**config.mk**
```make
export PLATFORM = sky130hd
export DESIGN_NAME = input_periph_sampler
export DESIGN_NICKNAME = d
export VERILOG_FILES = /design/src/rtl/input_periph_sampler.sv
export SDC_FILE = /design/constraint.sdc
export NUM_CORES = 1
export LEC_CHECK = 0
export CORE_MARGIN = 4
export CORE_UTILIZATION = 52
export DETAILED_ROUTE_END_ITERATION = 7
export PLACE_DENSITY = 0.82
export SLEW_MARGIN = 10
export SYNTH_ARGS = -nofsm -noshare
export SYNTH_HDL_FRONTEND = slang
export SYNTH_SLANG_ARGS = --single-unit
```
**constraint.sdc**
```tcl
create_clock -name clk_i -period 2.9 [get_ports clk_i]
set_input_delay 0.58 -clock clk_i [delete_from_list [all_inputs] [get_ports clk_i]]
set_output_delay 0.58 -clock clk_i [all_outputs]
set_load 0.03 [all_outputs]
```
**src/rtl/input_periph_sampler.sv**
```systemverilog
// Memory-mapped input sampler: 2-flop synchronised switches and buttons, debounced buttons, sticky W1C press flags.
// Optional macro INPUT_PERIPH_IRQ_EN adds BTN_MASK at 0x930 and a registered irq_o.
module input_periph_sampler #(
  parameter int SW_W            = 18,
  parameter int BTN_W           = 4,
  parameter int DEBOUNCE_CYCLES = 500000
) (
  input  logic              clk_i,
  input  logic              rst_i,
  input  logic [SW_W-1:0]   io_sw_i,
  input  logic [BTN_W-1:0]  io_btn_i,
  input  logic [11:0]       addr_i,
  input  logic              rd_en_i,
  input  logic              wr_en_i,
  input  logic [31:0]       wdata_i,
  output logic [31:0]       rdata_o,
  output logic              rvalid_o
`ifdef INPUT_PERIPH_IRQ_EN
  ,
  output logic              irq_o
`endif
);

  localparam int            CW       = $clog2(DEBOUNCE_CYCLES + 1);
  localparam logic [CW-1:0] CNT_LAST = CW'(DEBOUNCE_CYCLES - 1);

  logic [SW_W-1:0]  sw_s1_q, sw_s2_q;
  logic [BTN_W-1:0] btn_s1_q, btn_s2_q;
  logic [BTN_W-1:0] btn_sync;
  logic [BTN_W-1:0] lvl_q, lvl_d;
  logic [BTN_W-1:0] press_q, press_d;
  logic [BTN_W-1:0] press_clr;
  logic [CW-1:0]    cnt_q [BTN_W];
  logic [CW-1:0]    cnt_d [BTN_W];
  logic [31:0]      rd_sel;
  logic [31:0]      rdata_q, rdata_d;
  logic             rvalid_q, rvalid_d;
  logic             unused_bits;

  assign unused_bits = ^{addr_i[3:0], wdata_i};
  assign btn_sync    = ~btn_s2_q;

  always_comb begin
    lvl_d = lvl_q;
    cnt_d = cnt_q;
    for (int i = 0; i < BTN_W; i++) begin
      if (btn_sync[i] == lvl_q[i]) begin
        cnt_d[i] = '0;
      end else if (cnt_q[i] == CNT_LAST) begin
        lvl_d[i] = ~lvl_q[i];
        cnt_d[i] = '0;
      end else begin
        cnt_d[i] = cnt_q[i] + CW'(1);
      end
    end
  end

  // Rising edge is taken from lvl_d so a same-cycle W1C loses to the new press.
  assign press_clr = (wr_en_i && addr_i[11:4] == 8'h92) ? wdata_i[BTN_W-1:0] : '0;
  assign press_d   = (press_q & ~press_clr) | (lvl_d & ~lvl_q);

`ifdef INPUT_PERIPH_IRQ_EN
  logic [BTN_W-1:0] mask_q, mask_d;
  logic             irq_q, irq_d;

  assign mask_d = (wr_en_i && addr_i[11:4] == 8'h93) ? wdata_i[BTN_W-1:0] : mask_q;
  assign irq_d  = |(press_q & mask_q);
  assign irq_o  = irq_q;

  always_ff @(posedge clk_i) begin
    if (rst_i) begin
      mask_q <= '0;
      irq_q  <= 1'b0;
    end else begin
      mask_q <= mask_d;
      irq_q  <= irq_d;
    end
  end
`endif

  // Reads see register state from before any same-cycle write or flag set.
  always_comb begin
    rd_sel = '0;
    case (addr_i[11:4])
      8'h90: rd_sel[SW_W-1:0]  = sw_s2_q;
      8'h91: rd_sel[BTN_W-1:0] = lvl_q;
      8'h92: rd_sel[BTN_W-1:0] = press_q;
`ifdef INPUT_PERIPH_IRQ_EN
      8'h93: rd_sel[BTN_W-1:0] = mask_q;
`endif
      default: ;
    endcase
  end

  assign rdata_d  = rd_en_i ? rd_sel : '0;
  assign rvalid_d = rd_en_i;
  assign rdata_o  = rdata_q;
  assign rvalid_o = rvalid_q;

  always_ff @(posedge clk_i) begin
    if (rst_i) begin
      sw_s1_q  <= '0;
      sw_s2_q  <= '0;
      btn_s1_q <= '1;
      btn_s2_q <= '1;
      lvl_q    <= '0;
      press_q  <= '0;
      for (int i = 0; i < BTN_W; i++) cnt_q[i] <= '0;
      rdata_q  <= '0;
      rvalid_q <= 1'b0;
    end else begin
      sw_s1_q  <= io_sw_i;
      sw_s2_q  <= sw_s1_q;
      btn_s1_q <= io_btn_i;
      btn_s2_q <= btn_s1_q;
      lvl_q    <= lvl_d;
      press_q  <= press_d;
      for (int i = 0; i < BTN_W; i++) cnt_q[i] <= cnt_d[i];
      rdata_q  <= rdata_d;
      rvalid_q <= rvalid_d;
    end
  end

endmodule

```
==> impl_metrics.toml <==
[timing]
whs_ns = 0.414
fin_crit_sh = 0.735
tightest_slew_ns = 0.699
fmax_ghz = 0.469
min_period_ns = 2.13
setup_viol = 0
finalSetupTns_ns = 0
skew_ns = 0.00743
max_slew_margin = 0.528
finalHoldViolations = 0
rsz0062_at_grt = "no"
slew_violations = 0

[place]
place.gp.congestion = 0.855
dp_hpwl_um = 7420
io_buffers = 56
place_inst = 781

[cells_and_area]
n_fill_cell = 776
nets = 738
antenna_cells = 0
area_growth_syn_to_layout_pct = 22.4
final_common_cell = "dfxtp_1"
layout_common_cells = "147 x dfxtp_1, 66 x nor2_1, 55 x clkdlybuf4s50_1"
drive_gt1_frac = 0.0904
fin_cells = 811

[power_and_ir_drop]
peakVddDrop_uv = 539
pwr-share-seq = 0.460
power.switching_uw = 881
pwr-share-comb = 0.031
p_int_mw = 3.59
p_leak_nw = 2.33
p_total_mw = 4.48
switching_share = 0.197
clkPwrFrac = 0.509
p_per_area_nw_per_um2 = 645

[route]
postRouteAntennaNets = 0
routed_wl_um = 11100
dr.first_iter.drc_count = 391
wl_per_cell_um = 13.7
firstDrtPassIters = 6
vias_per_cell = 5.29
drc = 0
dr_total_vias = 4290

[synth]
async_flop_share = 0
synth_edf_count = 0
ys_ff_latch = 147
synth_warnings = 0
ys.flop_type = "dfxtp_1"
netlist_area_um2 = 5670
syn_area_per_cell_um2 = 9.44
ys_types = 39
ys_seq_area_frac = 0.519
syn_inst = 601

[die]
io_pins = 103
fp.dieH_um = 112
die-area_um2 = 12600
die_x_um = 112
core_um2 = 10500
start_util = 0.542
rows = 37

[worst_hold_path]
hold_start = "btn_s1_q[0]"
hold_class = "reg -> reg"

[clock_network]
clk_path_buf_depth = 2
clk_pin_slew_ns = 0.06
ctsRootBufferMaster = "clkbuf_8"
htree_levels = 4
insertion_delay_ns = 0.52
cts_made_buffers = 17
cts_tree = "done"
cts-resized-gates = 0
clock_sinks = 147
postCtsHoldBufs = 0
cts_setup_buffers = 0

[critical_path]
arrival_ns = 2.52
cp_max_fo = 19
path_buf_inv = 0
end_kind = "register"
reg2reg_from = "cnt_q[14]"
cp-startpoint = "cnt_q[14]"
required_ns = 3.29
cp_slowest_stage_delay_ns = 0.58
cpLargestDelayFamily = "simple AND/OR/NAND/NOR gates"
path_cells = "or4_1 -> or4_4 -> o21ai_4 -> nor2_1"
critPathLaunchType = "register"
crit_type = "reg -> reg"
cp_slowest_cell = "or4_4"

[global_routing]
grt_usage = 0.182
grt_pass1_wl_um = 18900
antenna_found_initial = 0
grt_pass1_vias = 4128
grt_max_degree = 35
gr-total-overflow = 0

[flow_run]
maxCapViolCount = 0

[outcome]
status = "finished, final reports clean"
-- Yosys cell counts (all sizes together) (3+ instances only) --
library cell / instances / area, µm²
dfxtp: 147 / 2940
nor2: 66 / 248
nor2b: 37 / 231
a21oi: 29 / 145
nand3: 28 / 140
nand2: 26 / 97.6
xor2: 26 / 228
xnor2: 25 / 219
o21ai: 23 / 138
nand4: 21 / 131
or3: 19 / 119
and2: 17 / 106
buf: 16 / 115
clkbuf: 15 / 56.3
inv: 15 / 56.3
or4: 15 / 120
or2: 11 / 68.8
nor3: 10 / 50.1
nor4: 9 / 56.3
and4: 7 / 62.6
o31ai: 7 / 52.6
and3: 5 / 31.3
a22oi: 4 / 30.0
ha: 4 / 50.1
mux2: 4 / 45.0
nor4b: 3 / 26.3
-- per-stage QoR --
step / cell area (µm²) / utilization / setup slack, ns
detailed placement: 6320 / 0.604 / 0.644
global route: 6940 / 0.664 / 0.676
CTS: 6940 / 0.664 / 0.766
floorplan: 5720 / - / 0.897
finish: 6940 / 0.664 / 0.767
global placement: 6320 / 0.604 / 0.670
-- power groups by stage --
| stage | clock network (mW) | logic, mW | registers [mW] |
|---|---|---|---|
| 3_3_place_gp | 0 | 0.133 | 2.10 |
| 3_5_place_dp | 0 | 0.135 | 2.10 |
| 6_report | 2.28 | 0.137 | 2.06 |
| 2_1_floorplan | 0 | 0.0853 | 2.10 |
| 4_1_cts | 2.32 | 0.137 | 2.06 |
| 5_1_grt | 2.41 | 0.147 | 2.06 |
-- per-layer routing --
metal / GRT usage / share of wire / vias up
li1: - / - / 2173
met1: 0.213 / 0.43 / 1999
met2: 0.320 / 0.51 / 102
met3: 0.0555 / 0.047 / 16
met4: 0.0593 / 0.012 / 0
met5: 0 / 0 / -
-- path summary, 6_finish.rpt --
| path | slack, ns | depth (start not counted) | end |
|---|---|---|---|
| hold reg to reg | 0.41 | 1 | btn_s2_q[0] |
| hold / removal | 0.41 | 1 | btn_s2_q[0] |
| setup / recovery | 0.77 | 4 | cnt_q[13] |
| setup reg to reg | 0.77 | 4 | cnt_q[13] |
-- state kept, by name, indices dropped and copies added (netlist names) --
signal,count
rdata_o,18
sw_s1_q,18
sw_s2_q,18
rvalid_o,1
press_q,4
btn_s1_q,4
cnt_q,76
btn_s2_q,4
lvl_q,4
-- cell families after synthesis --
family / share of synthesized area
flops: 0.519
buf+inv: 0.0402
compound gates: 0.0675
fa+ha+maj: 0.00883
other cells: 0.000661
xor+xnor: 0.0788
simple gates: 0.277
mux: 0.00794
-- worst reg2reg max path: stages, from the launching register on --
cell and delay, ns:
dfxtp_1 0.34, or4_1 0.54, or4_4 0.58, o21ai_4 0.43
nor2_1 0.11
-- cell type report --
class / instances / area (µm²) / share of cell area
clock buffers: 17 / 414 / 0.0597
clock inverters: 13 / 210 / 0.0303
inverters: 15 / 56.3 / 0.00811
multi-input cells: 421 / 2550 / 0.367
flip-flops and latches: 147 / 2940 / 0.424
well taps: 136 / 170 / 0.0245
repair buffers: 62 / 601 / 0.0865
No activity file was read; power rests on OpenSTA's default activity.
